File: src/rtl/axi_lite_pkg.sv
`default_nettype none
// +----------------------------------------------------------------------+
// | axi_lite_pkg : AXI-Lite widths, response codes and byte-merge helper |
// | Rev 1.0                                                              |
// +----------------------------------------------------------------------+
package axi_lite_pkg;

  localparam int AXI_ADDR_W = 32;
  localparam int AXI_DATA_W = 32;
  localparam int AXI_STRB_W = AXI_DATA_W / 8;

  typedef logic [1:0] resp_t;

  localparam resp_t RESP_OKAY   = 2'b00;
  localparam resp_t RESP_SLVERR = 2'b10;

  function automatic logic [AXI_DATA_W-1:0] apply_wstrb(
    input logic [AXI_DATA_W-1:0] old_val,
    input logic [AXI_DATA_W-1:0] new_val,
    input logic [AXI_STRB_W-1:0] strb
  );
    logic [AXI_DATA_W-1:0] merged;
    merged = old_val;
    for (int b = 0; b < AXI_STRB_W; b++) begin
      if (strb[b]) begin
        merged[8*b +: 8] = new_val[8*b +: 8];
      end
    end
    return merged;
  endfunction

endpackage
`default_nettype wire

File: src/rtl/axi_lite_regs_if.sv
`default_nettype none
// +----------------------------------------------------------------------+
// | axi_lite_regs_if : AXI-Lite five-channel bundle with modports        |
// | Rev 1.0                                                              |
// +----------------------------------------------------------------------+
interface axi_lite_regs_if;
  import axi_lite_pkg::*;

  logic [AXI_ADDR_W-1:0] awaddr;
  logic [2:0]            awprot;
  logic                  awvalid;
  logic                  awready;

  logic [AXI_DATA_W-1:0] wdata;
  logic [AXI_STRB_W-1:0] wstrb;
  logic                  wvalid;
  logic                  wready;

  resp_t                 bresp;
  logic                  bvalid;
  logic                  bready;

  logic [AXI_ADDR_W-1:0] araddr;
  logic [2:0]            arprot;
  logic                  arvalid;
  logic                  arready;

  logic [AXI_DATA_W-1:0] rdata;
  resp_t                 rresp;
  logic                  rvalid;
  logic                  rready;

  modport master (
    output awaddr, awprot, awvalid, input awready,
    output wdata, wstrb, wvalid, input wready,
    input  bresp, bvalid, output bready,
    output araddr, arprot, arvalid, input arready,
    input  rdata, rresp, rvalid, output rready
  );

  modport slave (
    input  awaddr, awprot, awvalid, output awready,
    input  wdata, wstrb, wvalid, output wready,
    output bresp, bvalid, input bready,
    input  araddr, arprot, arvalid, output arready,
    output rdata, rresp, rvalid, input rready
  );

endinterface
`default_nettype wire

File: src/rtl/axi_lite_regs.sv
`default_nettype none
// +----------------------------------------------------------------------+
// | axi_lite_regs : AXI-Lite slave with NUM_REGS 32-bit registers,       |
// |                 register 0 is a read-only ID. Rev 1.0                |
// +----------------------------------------------------------------------+
module axi_lite_regs
  import axi_lite_pkg::*;
#(
  parameter int          NUM_REGS = 8,
  parameter logic [31:0] ID_VALUE = 32'hA11E_0001
) (
  input  logic                   aclk,
  input  logic                   aresetn,
  axi_lite_regs_if.slave         s_axi,
  output logic [NUM_REGS*32-1:0] regs_o,
  output logic [NUM_REGS-1:0]    wr_pulse_o
);

  localparam int                    IDX_W      = $clog2(NUM_REGS);
  localparam logic [AXI_ADDR_W-1:0] ADDR_LIMIT = AXI_ADDR_W'(NUM_REGS * 4);

  logic                  aw_held_q, aw_held_d;
  logic [IDX_W-1:0]      aw_idx_q,  aw_idx_d;
  logic                  aw_ok_q,   aw_ok_d;
  logic                  w_held_q,  w_held_d;
  logic [AXI_DATA_W-1:0] wdata_q,   wdata_d;
  logic [AXI_STRB_W-1:0] wstrb_q,   wstrb_d;
  logic                  bvalid_q,  bvalid_d;
  resp_t                 bresp_q,   bresp_d;
  logic                  rvalid_q,  rvalid_d;
  logic [AXI_DATA_W-1:0] rdata_q,   rdata_d;
  resp_t                 rresp_q,   rresp_d;
  logic [NUM_REGS-1:0]   wr_pulse_q, wr_pulse_d;
  logic [AXI_DATA_W-1:0] regs_q [NUM_REGS];
  logic [AXI_DATA_W-1:0] regs_d [NUM_REGS];

  logic             aw_hs, w_hs, ar_hs, commit;
  logic [IDX_W-1:0] rd_idx;
  logic             unused_prot;

  assign aw_hs  = s_axi.awvalid && !aw_held_q;
  assign w_hs   = s_axi.wvalid  && !w_held_q;
  assign ar_hs  = s_axi.arvalid && !rvalid_q;
  // A pending B response blocks the commit, so the holds backpressure AW/W.
  assign commit = aw_held_q && w_held_q && !bvalid_q;
  assign rd_idx = s_axi.araddr[IDX_W+1:2];

  assign unused_prot = ^{s_axi.awprot, s_axi.arprot};

  always_comb begin
    aw_held_d  = aw_held_q;
    aw_idx_d   = aw_idx_q;
    aw_ok_d    = aw_ok_q;
    w_held_d   = w_held_q;
    wdata_d    = wdata_q;
    wstrb_d    = wstrb_q;
    bvalid_d   = bvalid_q;
    bresp_d    = bresp_q;
    wr_pulse_d = '0;
    regs_d     = regs_q;

    if (aw_hs) begin
      aw_held_d = 1'b1;
      aw_idx_d  = s_axi.awaddr[IDX_W+1:2];
      aw_ok_d   = (s_axi.awaddr < ADDR_LIMIT) && (s_axi.awaddr[IDX_W+1:2] != '0);
    end
    if (w_hs) begin
      w_held_d = 1'b1;
      wdata_d  = s_axi.wdata;
      wstrb_d  = s_axi.wstrb;
    end

    if (commit) begin
      aw_held_d = 1'b0;
      w_held_d  = 1'b0;
      bvalid_d  = 1'b1;
      bresp_d   = aw_ok_q ? RESP_OKAY : RESP_SLVERR;
      if (aw_ok_q) begin
        wr_pulse_d[aw_idx_q] = 1'b1;
        regs_d[aw_idx_q]     = apply_wstrb(regs_q[aw_idx_q], wdata_q, wstrb_q);
      end
    end else if (bvalid_q && s_axi.bready) begin
      bvalid_d = 1'b0;
    end
  end

  // Reads sample regs_q directly, so a same-edge commit is not yet visible.
  always_comb begin
    rvalid_d = rvalid_q;
    rdata_d  = rdata_q;
    rresp_d  = rresp_q;
    if (ar_hs) begin
      rvalid_d = 1'b1;
      if (s_axi.araddr >= ADDR_LIMIT) begin
        rdata_d = '0;
        rresp_d = RESP_SLVERR;
      end else if (rd_idx == '0) begin
        rdata_d = ID_VALUE;
        rresp_d = RESP_OKAY;
      end else begin
        rdata_d = regs_q[rd_idx];
        rresp_d = RESP_OKAY;
      end
    end else if (rvalid_q && s_axi.rready) begin
      rvalid_d = 1'b0;
    end
  end

  always_ff @(posedge aclk or negedge aresetn) begin
    if (!aresetn) begin
      aw_held_q  <= 1'b0;
      aw_idx_q   <= '0;
      aw_ok_q    <= 1'b0;
      w_held_q   <= 1'b0;
      wdata_q    <= '0;
      wstrb_q    <= '0;
      bvalid_q   <= 1'b0;
      bresp_q    <= RESP_OKAY;
      rvalid_q   <= 1'b0;
      rdata_q    <= '0;
      rresp_q    <= RESP_OKAY;
      wr_pulse_q <= '0;
      for (int i = 0; i < NUM_REGS; i++) begin
        regs_q[i] <= '0;
      end
    end else begin
      aw_held_q  <= aw_held_d;
      aw_idx_q   <= aw_idx_d;
      aw_ok_q    <= aw_ok_d;
      w_held_q   <= w_held_d;
      wdata_q    <= wdata_d;
      wstrb_q    <= wstrb_d;
      bvalid_q   <= bvalid_d;
      bresp_q    <= bresp_d;
      rvalid_q   <= rvalid_d;
      rdata_q    <= rdata_d;
      rresp_q    <= rresp_d;
      wr_pulse_q <= wr_pulse_d;
      regs_q     <= regs_d;
    end
  end

  assign s_axi.awready = !aw_held_q;
  assign s_axi.wready  = !w_held_q;
  assign s_axi.bvalid  = bvalid_q;
  assign s_axi.bresp   = bresp_q;
  assign s_axi.arready = !rvalid_q;
  assign s_axi.rvalid  = rvalid_q;
  assign s_axi.rdata   = rdata_q;
  assign s_axi.rresp   = rresp_q;
  assign wr_pulse_o    = wr_pulse_q;

  for (genvar i = 0; i < NUM_REGS; i++) begin : g_regs_o
    if (i == 0) begin : g_id
      assign regs_o[31:0] = ID_VALUE;
    end else begin : g_rw
      assign regs_o[32*i +: 32] = regs_q[i];
    end
  end

endmodule
`default_nettype wire
File: src/flat_wrapper.sv
// flat-port wrapper written by rule: the top's interface ports become plain ports
module axi_lite_regs_flat import axi_lite_pkg::*;
#(
  parameter int          NUM_REGS = 8,
  parameter logic [31:0] ID_VALUE = 32'hA11E_0001
)
  (aclk, aresetn, regs_o, wr_pulse_o, s_axi_awaddr, s_axi_awprot, s_axi_awvalid, s_axi_awready, s_axi_wdata, s_axi_wstrb, s_axi_wvalid, s_axi_wready, s_axi_bresp, s_axi_bvalid, s_axi_bready, s_axi_araddr, s_axi_arprot, s_axi_arvalid, s_axi_arready, s_axi_rdata, s_axi_rresp, s_axi_rvalid, s_axi_rready);
  axi_lite_regs_if s_axi_i ();
  input  logic aclk;
  input  logic aresetn;
  output logic [NUM_REGS*32-1:0] regs_o;
  output logic [NUM_REGS-1:0] wr_pulse_o;
  input wire logic [$bits(s_axi_i.awaddr)-1:0] s_axi_awaddr;
  input wire logic [$bits(s_axi_i.awprot)-1:0] s_axi_awprot;
  input wire logic [$bits(s_axi_i.awvalid)-1:0] s_axi_awvalid;
  output wire logic [$bits(s_axi_i.awready)-1:0] s_axi_awready;
  input wire logic [$bits(s_axi_i.wdata)-1:0] s_axi_wdata;
  input wire logic [$bits(s_axi_i.wstrb)-1:0] s_axi_wstrb;
  input wire logic [$bits(s_axi_i.wvalid)-1:0] s_axi_wvalid;
  output wire logic [$bits(s_axi_i.wready)-1:0] s_axi_wready;
  output wire logic [$bits(s_axi_i.bresp)-1:0] s_axi_bresp;
  output wire logic [$bits(s_axi_i.bvalid)-1:0] s_axi_bvalid;
  input wire logic [$bits(s_axi_i.bready)-1:0] s_axi_bready;
  input wire logic [$bits(s_axi_i.araddr)-1:0] s_axi_araddr;
  input wire logic [$bits(s_axi_i.arprot)-1:0] s_axi_arprot;
  input wire logic [$bits(s_axi_i.arvalid)-1:0] s_axi_arvalid;
  output wire logic [$bits(s_axi_i.arready)-1:0] s_axi_arready;
  output wire logic [$bits(s_axi_i.rdata)-1:0] s_axi_rdata;
  output wire logic [$bits(s_axi_i.rresp)-1:0] s_axi_rresp;
  output wire logic [$bits(s_axi_i.rvalid)-1:0] s_axi_rvalid;
  input wire logic [$bits(s_axi_i.rready)-1:0] s_axi_rready;
  assign s_axi_i.awaddr = s_axi_awaddr;
  assign s_axi_i.awprot = s_axi_awprot;
  assign s_axi_i.awvalid = s_axi_awvalid;
  assign s_axi_awready = s_axi_i.awready;
  assign s_axi_i.wdata = s_axi_wdata;
  assign s_axi_i.wstrb = s_axi_wstrb;
  assign s_axi_i.wvalid = s_axi_wvalid;
  assign s_axi_wready = s_axi_i.wready;
  assign s_axi_bresp = s_axi_i.bresp;
  assign s_axi_bvalid = s_axi_i.bvalid;
  assign s_axi_i.bready = s_axi_bready;
  assign s_axi_i.araddr = s_axi_araddr;
  assign s_axi_i.arprot = s_axi_arprot;
  assign s_axi_i.arvalid = s_axi_arvalid;
  assign s_axi_arready = s_axi_i.arready;
  assign s_axi_rdata = s_axi_i.rdata;
  assign s_axi_rresp = s_axi_i.rresp;
  assign s_axi_rvalid = s_axi_i.rvalid;
  assign s_axi_i.rready = s_axi_rready;
  axi_lite_regs #(.NUM_REGS(NUM_REGS), .ID_VALUE(ID_VALUE)) u_core (.aclk(aclk), .aresetn(aresetn), .s_axi(s_axi_i), .regs_o(regs_o), .wr_pulse_o(wr_pulse_o));
endmodule
File: config.mk
export PLATFORM = sky130hd
export DESIGN_NAME = axi_lite_regs_flat
export DESIGN_NICKNAME = d
export VERILOG_FILES = /design/src/rtl/axi_lite_pkg.sv /design/src/rtl/axi_lite_regs_if.sv /design/src/rtl/axi_lite_regs.sv /design/src/flat_wrapper.sv
export SDC_FILE = /design/constraint.sdc
export NUM_CORES = 1
export LEC_CHECK = 0
export ABC_CLOCK_PERIOD_IN_PS = 2300
export BUFFER_PORTS_ARGS = -buffer_cell sky130_fd_sc_hd__buf_2
export CORE_MARGIN = 1
export CORE_UTILIZATION = 50
export CTS_BUF_LIST = sky130_fd_sc_hd__clkbuf_2 sky130_fd_sc_hd__clkbuf_4 sky130_fd_sc_hd__clkbuf_8
export DETAILED_ROUTE_END_ITERATION = 7
export MAX_ROUTING_LAYER = met4
export PLACE_DENSITY = 0.71
export SYNTH_ARGS = -nofsm -noshare
export SYNTH_HDL_FRONTEND = slang
export SYNTH_SLANG_ARGS = --single-unit
File: constraint.sdc
create_clock -name aclk -period 2.3 [get_ports aclk]
set_input_delay 0.115 -clock aclk [delete_from_list [all_inputs] [get_ports aclk]]
set_output_delay 0.115 -clock aclk [all_outputs]
set_load 0.005 [all_outputs]
== Word level (Yosys, flattened, before mapping) ==
Index checks and enable logic that the tools add are counted.
Widths: inputs -> output; s select.
Cells by class
  magnitude comparators: 7
  multiplexer cells: 37
  bitwise operators: 2
  reductions and logical operators: 21
Operators with widths (count)
  $bwmux 256: 1
  $mux 32: 7
  $bmux 32 s3: 2
  $mux 8: 14
  $demux 32 s3: 1
  $ge 32x6->1 const B: 1
  $lt 32x6->1 const B: 1
  $logic_and 1x1->1: 10
  $mux 1: 9
  $ge 4x4->1 const B: 2
  $not 3->4: 2
  $reduce_bool 2->1: 4
  $logic_not 1->1: 4
  $lt 3x4->1 const B: 1
  $lt 4x1->1 const B: 1
  $mux 2: 2
  $demux 1 s3: 1
  $ge 3x1->1 const B: 1
  $logic_not 3->1: 1
  $reduce_bool 3->1: 1
  $reduce_and 2->1: 1
Word-level totals
  bits in registers: 344
  output and inout port bits: 305
  word-level logic and storage cells: 87

== Longest topological paths before layout ==
Gate-level depths: netlist of the first run.
  word-level depth: 8
  gate-level depth with buffers: 8
  mapped depth without buffers: 4

== Worst setup path before layout of the first run ==
No wires, ideal clock.
  path type: register to register
  from: register u_core.bvalid_q, in the netlist u_core.s_axi.bvalid
  to: register u_core.regs_q (netlist bit u_core.regs_o[212])
  library setup time: 125 ps
  data arrival time: 1836 ps
  data required time: 2175 ps
  slack: 339 ps
  cell stages (with the launch flop): 9
  path buffers: 4
  path through: dfrtp_1 -> and4b_1 -> buf_4 -> or3b_1 -> buf_6 -> inv_4 -> buf_8 -> buf_12 -> mux2_4
On the way
  cells in the longest elaborated chain, start to end: 3
RTL lines
  start: declaration: line axi_lite_regs.sv:28  | logic bvalid_q, bvalid_d;
  start signal: assignment: line axi_lite_regs.sv:133  | bvalid_q <= bvalid_d;
  $logic_not 1->1: line axi_lite_regs.sv:45  | assign commit = aw_held_q && w_held_q && !bvalid_q;
  $logic_and 1x1->1: line axi_lite_regs.sv:45
  $reduce_and 2->1 (no source line)
  end signal: assignment: line axi_lite_regs.sv:139  | regs_q <= regs_d;
  end: declaration: line axi_lite_regs.sv:34  | logic [AXI_DATA_W-1:0] regs_q [NUM_REGS];
No other way between the ends.
A chain may end at the register's enable or synchronous reset.

== Final worst setup path of the first run ==
  from: register u_core.aw_idx_q[0]
  to: register u_core.regs_q (netlist bit u_core.regs_o[229])
On the way
  cells in the longest elaborated chain, start to end: 8
  elaborated cells between the ends (all ways): 13
  those cells by class: 2 x order compare; 9 x mux; 1 x bitwise; 1 x reduce/logical
RTL lines
  start: declaration: line axi_lite_regs.sv:23  | logic [IDX_W-1:0] aw_idx_q, aw_idx_d;
  start signal: assignment: line axi_lite_regs.sv:128  | aw_idx_q <= aw_idx_d;
  $not 3->4 (implied by the code) *: line axi_lite_regs.sv:80  | regs_d[aw_idx_q] = apply_wstrb(regs_q[aw_idx_q], wdata_q, wstrb_q);
  $bmux 32 s3: line axi_lite_regs.sv:80
  $mux 32 (implied by the code) (2 in a row): line axi_lite_regs.sv:80
  $mux 8: line axi_lite_pkg.sv:25  | if (strb[b]) begin
  $mux 8: line axi_lite_regs.sv:78  | if (aw_ok_q) begin
  $mux 8: line axi_lite_regs.sv:73  | if (commit) begin
  $bwmux 256 *: line axi_lite_regs.sv:80
Every way passes the cells marked *; elsewhere a longest branch is shown, timed or not. The select of a mux whose other input is x is not followed.

==> results of run 1 <==
[layout make-up]
cell class	instances	area share, %
Sequential cell	342	39.60
Multi-Input combinational cell	853	36.78
Timing Repair Buffer	484	14.66
Clock buffer	93	5.485
Tap cell	468	2.708
Clock inverter	8	0.5323
Inverter	12	0.2199
Antenna cell	1	0.01157
[state kept, by name, summed over array words and instances, names as in the netlist]
name / count
u_core.regs_q: 32
u_core.s_axi.rvalid: 1
u_core.s_axi.rresp: 1
u_core.wdata_q: 32
u_core.wr_pulse_o: 8
u_core.s_axi.bresp: 1
u_core.s_axi.rdata: 32
u_core.w_held_q: 1
u_core.aw_idx_q: 3
u_core.s_axi.bvalid: 1
u_core.wstrb_q: 4
u_core.aw_ok_q: 1
u_core.regs_o: 224
u_core.aw_held_q: 1
[metal layers]
layer	share of wire (%)	vias to the layer above
met1	42	6673
li1	-	5695
met4	3.2	0
met3	6.3	108
met2	49	513
met5	0	-
[power by group]
part	switching [mW]	internal (mW)	leakage, nW
registers	0.529	6.41	4.68
clock network	2.51	3.57	0.692
logic	2.62	1.87	5.55
[worst paths after layout]
kind                                               end  cells after the start  slack [ns]              startpoint
worst max-delay path                u_core.regs_o[229]                      5        0.18      u_core.aw_idx_q[0]
worst min-delay path            u_core.s_axi.rdata[29]                      4        0.09         s_axi_araddr[4]
worst max register to register      u_core.regs_o[229]                      5        0.18      u_core.aw_idx_q[0]
worst min register to register  u_core.s_axi.rdata[25]                      2        0.47  u_core.s_axi.rdata[25]
max in group asynchronous           u_core.aw_idx_q[0]                      3        1.73                 aresetn
min in group asynchronous           u_core.regs_o[165]                      3        0.15                 aresetn
[critical path, stage by stage (launching register included)]
cell and delay [ns]:
dfrtp_4 0.56, buf_12 0.30, mux2i_1 0.27, o22ai_1 0.13, o31a_1 0.39, mux2_2 0.30
[layout by cell type, fill, tap and decap left out, drive strengths merged, types with 8 or more instances in the layout]
| cell | Yosys | routed |
|---|---|---|
| nor2b | 12 | 12 |
| o21ai | 59 | 59 |
| conb | 2 | 34 |
| o31ai | 13 | 13 |
| nor4 | 13 | 13 |
| mux2i | 160 | 160 |
| clkbuf | 30 | 93 |
| nor2 | 9 | 9 |
| mux4 | 56 | 56 |
| inv | 12 | 12 |
| dlygate4sd3 | 0 | 54 |
| nand2 | 78 | 78 |
| dfrtp | 342 | 342 |
| buf | 318 | 430 |
| a2bb2oi | 8 | 8 |
| o31a | 28 | 28 |
| mux2 | 260 | 260 |
| nand2b | 35 | 35 |
| o22ai | 64 | 64 |
[kinds of logic (layout without fill, tap and decap cells)]
family | after synthesis | count (layout) | synth area share (%)
compound gates | 175 | 175 | 6.115
buf+inv | 360 | 597 | 12.98
flops | 342 | 342 | 45.46
mux | 476 | 476 | 30.94
other cells | 2 | 35 | 0.03990
simple gates | 168 | 168 | 4.460
[repair_timing]
action	in CTS	in global routing
endpoints found under the setup margin	0	1
hold endpoints to repair	387	0
hold buffers	56	0
[stage by stage]
step	util, %	setup slack, ns	area [um^2]
floorplan	-	0.3389	18940
global placement	53.69	0.3184	19750
detailed placement	53.69	0.2111	19750
CTS	58.80	0.05544	21630
global route	58.78	0.1128	21620
finish	58.78	0.1759	21620
==> summary.md, run 1 <==
| Metric | Value |
|---|---|
| Asr flop ratio synth | `100.0%` |
| Vias per cell | `5.745` |
| Met3 usage | `5.243%` |
| Starting DRT DRC Count | `608` |
| GRT Overall Usage | `29.24%` |
| Grt total ovfl | `0` |
| Yosys warning count | `0` |
| Crit path kind | `reg -> reg` |
| First-pass GRT wire length | `81580 um` |
| # resized after CTS | `0` |
| Crit path max fanout | `40` |
| Pwr Density | `809.8 nW/um^2` |
| Core area | `36790 um^2` |
| RSZ-0062 raised after global routing | `no` |
| Grt met2 use | `46.88%` |
| Antenna-violating nets left | `0` |
| GR Util met1 | `36.75%` |
| Critical Path AT | `2.64 ns` |
| Finished Layout Cells | `2261` |
| Worst slew pin tran | `0.8971 ns` |
| Inst Count DP | `2104` |
| Vias in the first global route | `13290` |
| TNS Setup | `0 ns` |
| Worst slew margin | `40.20%` |
| Avg WL per Cell | `23.86 um` |
| Share of post-route cells with drive strength above 1 | `48.44%` |
| Final setup viols | `0` |
| Synth Instances | `1523` |
| Initial Util | `51.17%` |
| Slew Limit Fails | `0` |
| Main synth FF type | `dfrtp_1` |
| Post-layout total power | `17.51 mW` |
| Clock slew at reported path FFs | `0.06 ns` |
| Clk buf depth | `3` |
| WP data required | `2.81 ns` |
| Fill cells | `3013` |
| Yosys cell types | `38` |
| DR vias | `12990` |
| Synth Cell Area | `18820 um^2` |
| # port buffers | `373` |
| Die X | `196.0 um` |
| Period utilization | `92.35%` |
| Largest net degree at the start of global routing | `74` |
| Seq/Total Area, Yosys | `45.46%` |
| Top cell type's share of synthesized area | `45.46%` |
| Number of clock sinks | `342` |
| Multi-input logic area | `7954 um^2` |
| Post-synth EDFFs | `0` |
| Ports | `418` |
| H-tree Lvls | `2` |
| CTS tree | `built` |
| Die Ht | `196.0 um` |
| Final net count | `1865` |
| Status | `complete, no violations` |
| Post-synth top cells | `dfrtp_1, buf_4, mux2_2` |
| Setup Skew | `0.01660 ns` |
| CP startpoint kind | `register` |
| Post-Syn Area per Cell | `12.36 um^2` |
| Crit path time final | `2.124 ns` |
| Rows | `70` |
| Max Freq | `470.8 MHz` |
| Synth area leader | `dfrtp_1` |
| VDD IR max | `730.0 uV` |
| Drt drc | `0` |
| Initial antenna violation count | `1` |
| Total die area | `38430 um^2` |
| Detailed-router iteration count before antenna repair | `5` |
| Final Hold Vio Count | `0` |
| Final HPWL DP | `35020 um` |
| Ranking of synthesized cells by area | `dfrtp_1, mux2_2, buf_4` |
| Leak | `10.92 nW` |
| CP Capture Type | `register` |
| Clock Root Buffer | `clkbuf_8` |
| Clk_lat worst skew | `0.65 ns` |
| GR peak layer | `met2` |
| Register Area | `8562 um^2` |
| Max-cap violation count | `0` |
| Total CTS buffers | `59` |
| Top-count cell post-synth | `dfrtp_1` |
| #FFs+latches synth | `342` |
| Total Routed Length | `53950 um` |
| RePlAce Congestion | `0.8358` |
| Hold WS | `0.09265 ns` |
| Area grow syn2layout | `14.87%` |
| Postcts setup bufs | `0` |
| Hold Path Class | `in -> reg` |
(Power assumes the default switching activity.)
==> inputs of run 2 (changes only) <==
- BUFFER_PORTS_ARGS: -buffer_cell sky130_fd_sc_hd__buf_2 -> -buffer_cell sky130_fd_sc_hd__clkbuf_2
==> run 2 against run 1 <==
Net effect: total power up 0.57%; design area is 0.45% higher; clock power barely moved; sequential share of layout area shrank 0.18 points; worst setup slack better by 0.049 ns; global-route usage up 0.24 points; combinational power grew 2%; utilization is 0.27 points higher; first-iteration DRC count increased by 3.5%; maximum frequency up 2.3%; clock skew shrank 0.0048 ns; largest cell class unchanged.
==> summary.md, run 2 (same netlist as run 1, synthesis figures left out) <==
| Metric | Value |
|---|---|
| Status | `complete, no violations` |
| Setup Skew | `0.01184 ns (-0.004761 ns)` |
| Clock Root Buffer | `clkbuf_8` |
| RePlAce Congestion | `0.8442 (+1.0%)` |
| Max-cap violation count | `0 (unchanged)` |
| Crit path time final | `2.075 ns (-0.04868 ns)` |
| Total Routed Length | `54730 um (+1.4%)` |
| Critical Path AT | `2.59 ns (-0.05 ns)` |
| RR Startpoint | `u_core.aw_idx_q[1]` |
| Slowest stage cell, crit path | `dfrtp_1` |
| DR vias | `13130 (+1.1%)` |
| Crit path max fanout | `15 (-63%)` |
| Number of cells on the critical path | `5 (unchanged)` |
| Crit path kind | `reg -> reg` |
| Final net count | `1872 (+0.38%)` |
| Die Ht | `196.0 um (unchanged)` |
| Core area | `36790 um^2 (unchanged)` |
| WP data required | `2.82 ns (about the same)` |
| Worst slew pin tran | `0.8482 ns (-0.04887 ns)` |
| Finished Layout Cells | `2277 (+0.71%)` |
| Pre-CTS setup slack | `0.2623 ns (+0.05122 ns)` |
| CP Capture Type | `register` |
| Number of clock sinks | `342 (unchanged)` |
| Critical Path Max Stage Delay | `0.56 ns (about the same)` |
| GRT Overall Usage | `29.48% (+0.24 points)` |
| Initial antenna violation count | `1 (unchanged)` |
| Max Freq | `481.8 MHz (+2.3%)` |
| Final worst slack | `0.2246 ns (+0.04868 ns)` |
| Slew Limit Fails | `0 (unchanged)` |
| Grt total ovfl | `0 (unchanged)` |
| Delay-heaviest family, CP | `flip-flops` |
| Cells along the critical path | `nand2b_2 > buf_4 > o22ai_1 > o31a_1 > mux2_2` |
| Worst R2R Path Depth | `5 (unchanged)` |
| Total die area | `38430 um^2 (unchanged)` |
| Final HPWL DP | `35410 um (+1.1%)` |
| Final setup viols | `0 (unchanged)` |
| Leak | `10.75 nW (-1.5%)` |
| VDD IR max | `503.2 uV (-31%)` |
| Final Hold Vio Count | `0 (unchanged)` |
| Rows | `70 (unchanged)` |
| Commonest non-fill, non-tap cell in the layout | `clkbuf_2` |
| Worst slew margin | `43.45% (+3.3 points)` |
| CP startpoint kind | `register` |
| Clock slew at reported path FFs | `0.06 ns (about the same)` |
| Clk buf depth | `3 (unchanged)` |
| TNS Setup | `0 ns (unchanged)` |
| Detailed-router iteration count before antenna repair | `5 (unchanged)` |
| Area grow syn2layout | `15.39%` |
| CTS tree | `built` |
| Worst r2r dst | `u_core.regs_o[187]` |
| Antenna-violating nets left | `0 (unchanged)` |
| RSZ-0062 raised after global routing | `no` |
| H-tree Lvls | `2 (unchanged)` |
| Initial Util | `51.17% (unchanged)` |
| Period utilization | `90.24% (-2.1 points)` |
| Clk_lat worst skew | `0.63 ns (-0.02 ns)` |
| Vias per cell | `5.766 (+0.37%)` |
| Avg WL per Cell | `24.04 um (+0.73%)` |
| First-pass GRT wire length | `82900 um (+1.6%)` |
| Die X | `196.0 um (unchanged)` |
| Drt drc | `0 (unchanged)` |
| Inst Count DP | `2112 (+0.38%)` |
| Starting DRT DRC Count | `629 (+3.5%)` |
| Ports | `418 (unchanged)` |
| R2r setup slk | `0.22 ns (+0.05 ns)` |
| Hold Path Class | `in -> async` |
| Pwr Density | `810.8 nW/um^2 (+0.12%)` |
| Flip-flop count of the largest register after layout | `224 (unchanged)` |
| Most frequent cells in the layout | `clkbuf_2, dfrtp_1, mux2_2, mux2i_1, clkbuf_8` |
| Share of post-route cells with drive strength above 1 | `48.89% (+0.46 points)` |
| Total CTS buffers | `58 (-1.7%)` |
| Buffers & Inverters on Critical Path | `1 (unchanged)` |
| Vias in the first global route | `13480 (+1.4%)` |
| # port buffers | `373 (unchanged)` |
| Largest net degree at the start of global routing | `75 (+1.4%)` |
run 2: timing repair:
| action | in CTS | in global routing |
|---|---|---|
| resized for setup | 0 | 1 |
| setup endpoints to repair | 0 | 1 |
| setup buffers | 0 | 0 |
| hold buffers | 56 | 0 |
| endpoints found under the hold margin | 334 | 0 |
run 2: where the power goes:
part	switching (mW)	internal, mW	leakage [nW]
Sequential	0.527	6.41	4.68
Clock	2.56	3.55	0.718
Combinational	2.65	1.92	5.36
Total	5.73	11.9	10.8
run 2: worst max path at each step:
stage                        startpoint                 end  slack, ns
finish               u_core.aw_idx_q[1]  u_core.regs_o[187]       0.22
global route         u_core.aw_idx_q[0]  u_core.regs_o[115]       0.09
CTS                    s_axi_awaddr[26]      u_core.aw_ok_q       0.06
detailed placement   u_core.aw_idx_q[1]  u_core.regs_o[187]       0.26
global placement     u_core.aw_idx_q[1]  u_core.regs_o[155]       0.31
floorplan           u_core.s_axi.bvalid  u_core.regs_o[212]       0.34
run 2: routing by layer:
layer / global-route usage [%] / up-vias / part of all wire, %
met5: - / - / 0
met4: 13.48 / 0 / 4.2
met3: 5.518 / 144 / 6.0
met2: 47.08 / 519 / 49
met1: 36.47 / 6751 / 41
li1: - / 5715 / -
run 2: cell type report:
cell class	count	area, um^2
flip-flops and latches	342	8562
repair buffers	492	3226
fillers	2938	15060
clock inverters	5	25.02
well taps	468	585.6
multi-input cells	853	7960
diodes	1	2.502
inverters	12	47.55
clock buffers	104	1313
run 2: stage by stage:
| step | utilization [%] | total power, mW | cell area [um^2] | hold WS (ns) |
|---|---|---|---|---|
| after floorplan | - | 9.676 | 18940 | -0.1806 |
| after global placement | 53.89 | 11.35 | 19820 | 0.1490 |
| after detailed placement | 53.89 | 11.41 | 19820 | 0.1481 |
| after CTS | 59.05 | 17.65 | 21720 | 0.01479 |
| after global routing | 59.05 | 18.29 | 21720 | 0.06622 |
| final | 59.05 | 17.61 | 21720 | 0.04470 |
==> inputs of run 3 (changes only) <==
- CTS_BUF_LIST: sky130_fd_sc_hd__clkbuf_2 sky130_fd_sc_hd__clkbuf_4 sky130_fd_sc_hd__clkbuf_8 -> unset
- REMOVE_ABC_BUFFERS: unset -> 1
==> run 3 against run 2 <==
Net effect: count of clock-buffer cells in the layout is 47 lower; non-clock buffer count is 4 higher; register-to-register slack better by 0.02 ns; utilization is 0.32 points lower; wire length is 1.5% lower; largest power group unchanged.
==> summary.md, run 3 (same netlist as run 1, synthesis figures left out) <==
| Metric | Value |
|---|---|
| Share of post-route cells with drive strength above 1 | `47.04% (-1.9 points)` |
| P_sw | `5.683 mW (-0.90%)` |
| Buffers & Inverters on Critical Path | `2 (+1)` |
| Detailed-router iteration count before antenna repair | `5 (unchanged)` |
| Vias in the first global route | `13220 (-1.9%)` |
| Critical Path Max Stage Delay | `0.59 ns (+0.03 ns)` |
| Slowest stage cell, crit path | `dlygate4sd3_1` |
| Status | `complete, no violations` |
| Setup Skew | `0.01659 ns (+0.004752 ns)` |
| Critical Path AT | `2.53 ns (-0.06 ns)` |
| Worst r2r dst | `u_core.aw_idx_q[0]` |
| Hold Path Class | `in -> reg` |
| Post-route cell area | `21600 um^2 (-0.54%)` |
| Vias per cell | `5.779 (+0.22%)` |
| Grt total ovfl | `0 (unchanged)` |
| Ports | `418 (unchanged)` |
| Total CTS buffers | `40 (-31%)` |
| Max Freq | `486.7 MHz (+1.0%)` |
| Commonest non-fill, non-tap cell in the layout | `clkbuf_2` |
| Cells along the critical path | `nor2b_1 > nand2_1 > dlygate4sd3_1 > nand2_1 > dlygate4sd3_1` |
| Pwr Density | `813.4 nW/um^2 (+0.33%)` |
| Final net count | `1858 (-0.75%)` |
| Die X | `196.0 um (unchanged)` |
| Final HPWL DP | `34980 um (-1.2%)` |
| Crit path kind | `reg -> reg` |
| VDD IR max | `609.8 uV (+21%)` |
| Seq pwr share | `39.3% (about the same)` |
| Clock slew at reported path FFs | `0.06 ns (about the same)` |
| H-tree Lvls | `2 (unchanged)` |
| Max-cap violation count | `0 (unchanged)` |
| Crit path time final | `2.055 ns (-0.02077 ns)` |
| Final Hold Vio Count | `0 (unchanged)` |
| Hold Crit Depth | `3` |
| First-pass GRT wire length | `81450 um (-1.7%)` |
| CTS tree | `built` |
| Post-DP Area | `19840 um^2 (about the same)` |
| Delay-heaviest family, CP | `buffers and inverters` |
| DR vias | `12940 (-1.4%)` |
| RSZ-0062 raised after global routing | `no` |
| Rows | `70 (unchanged)` |
| Most frequent cells in the layout | `clkbuf_2, dfrtp_1, mux2_2, mux2i_1, nand2_1` |
| Total Routed Length | `53890 um (-1.5%)` |
| Core area | `36790 um^2 (unchanged)` |
| Worst R2R Path Depth | `5 (unchanged)` |
| Crit path max fanout | `5 (-10)` |
| Clk buf depth | `3 (unchanged)` |
| Area grow syn2layout | `14.76%` |
| Combinational share of power | `26.6% (+0.6 points)` |
| R2r setup slk | `0.25 ns (+0.02 ns)` |
| TNS Setup | `0 ns (unchanged)` |
| # resized after CTS | `0 (unchanged)` |
| Avg WL per Cell | `24.06 um (about the same)` |
| HP Start | `s_axi_arvalid` |
| Worst slew pin tran | `0.9532 ns (+0.1050 ns)` |
| Switching fraction of total power | `32.34% (-0.22 points)` |
| Clock Root Buffer | `clkbuf_16` |
| Largest net degree at the start of global routing | `73 (-2.7%)` |
| Hold Path End | `u_core.s_axi.rresp[1]` |
| Antenna-violating nets left | `0 (unchanged)` |
| Number of clock sinks | `342 (unchanged)` |
| CP Capture Type | `register` |
| Leak | `10.64 nW (-1.0%)` |
| Final setup viols | `0 (unchanged)` |
| P_int | `11.89 mW (+0.12%)` |
| Period utilization | `89.33% (-0.90 points)` |
| Starting DRT DRC Count | `577 (-8.3%)` |
| Worst slew margin | `36.45% (-7.0 points)` |
| # port buffers | `373 (unchanged)` |
| Clock share of power | `34.0% (-0.6 points)` |
| CP startpoint kind | `register` |
| Initial Util | `51.17% (unchanged)` |
| GRT Overall Usage | `29.14% (-0.35 points)` |
| Total die area | `38430 um^2 (unchanged)` |
| Postcts setup bufs | `0 (unchanged)` |
| Die Ht | `196.0 um (unchanged)` |
| Clk_lat worst skew | `0.54 ns (-0.09 ns)` |
| Initial antenna violation count | `0 (-1)` |
| WP data required | `2.78 ns (-0.04 ns)` |
| RePlAce Congestion | `0.8313 (-1.5%)` |
| Flip-flop count of the largest register after layout | `224 (unchanged)` |
| RR Startpoint | `u_core.aw_held_q` |
| Hold_buf cts | `56 (unchanged)` |
| Slew Limit Fails | `0 (unchanged)` |
| Drt drc | `0 (unchanged)` |
-- run 3: cell types whose count changed in the layout (fill, tap and decap cells not counted), moves of 3 or more --
cell / before / now
buf_4: 41 / 45
clkbuf_16: 0 / 41
clkbuf_8: 85 / 3
clkbuf_4: 19 / 0
clkbuf_1: 0 / 13
clkinv_2: 5 / 8
-- run 3: per-layer routing --
metal / track usage, % / part of all wire, %
met1: 36.88 / 41
met2: 46.63 / 49
met3: 5.914 / 6.6
met4: 10.27 / 3.3
met5: - / 0
-- run 3: worst min-delay path, delay by kind of cell --
| kind | cells | cell delay [ns] |
|---|---|---|
| buffers and inverters | 1 | 0.10 |
| and+or+nand+nor | 1 | 0.15 |
| AOI/OAI and AO/OA | 1 | 0.17 |
-- run 3: final cells by class --
class / instances / area, um^2
flip-flops and latches: 342 / 8562
inverters: 12 / 47.55
multi-input cells: 853 / 7955
fillers: 3014 / 15180
clock inverters: 11 / 88.84
diodes: 1 / 2.502
well taps: 468 / 585.6
clock buffers: 57 / 1116
repair buffers: 496 / 3246
-- run 3: worst max-delay path by stage --
stage / cells after the start / startpoint / end / slack [ns]
global route: 8 / s_axi_awaddr[4] / u_core.aw_ok_q / 0.13
detailed placement: 6 / u_core.aw_idx_q[0] / u_core.regs_o[243] / 0.29
CTS: 6 / u_core.aw_idx_q[0] / u_core.regs_o[243] / 0.25
finish: 5 / u_core.aw_held_q / u_core.aw_idx_q[0] / 0.25
global placement: 6 / u_core.aw_idx_q[0] / u_core.regs_q[250] / 0.34
floorplan: 3 / u_core.aw_idx_q[0] / u_core.regs_o[224] / -4.45
-- run 3: through the flow --
stage               hold WS, ns  worst slack, ns  std cells  util (%)  power, mW
floorplan               -0.1806           -4.448       1207         -      9.330
global placement        0.09391           0.3435       2115     53.92      11.40
detailed placement      0.09865           0.2908       2115     53.92      11.50
CTS                    0.008812           0.2501       2239     58.72      17.61
global route            0.03484           0.1333       2239     58.72      18.25
finish                  0.02917           0.2453       2240     58.73      17.57
-- run 3: power groups by stage --
stage	combinational [mW]	clock (mW)	sequential (mW)
floorplan	2.32	0	7.01
global placement	4.41	0	6.99
detailed placement	4.49	0	7.01
CTS	4.62	6.09	6.90
global route	4.94	6.34	6.97
finish	4.68	5.98	6.91
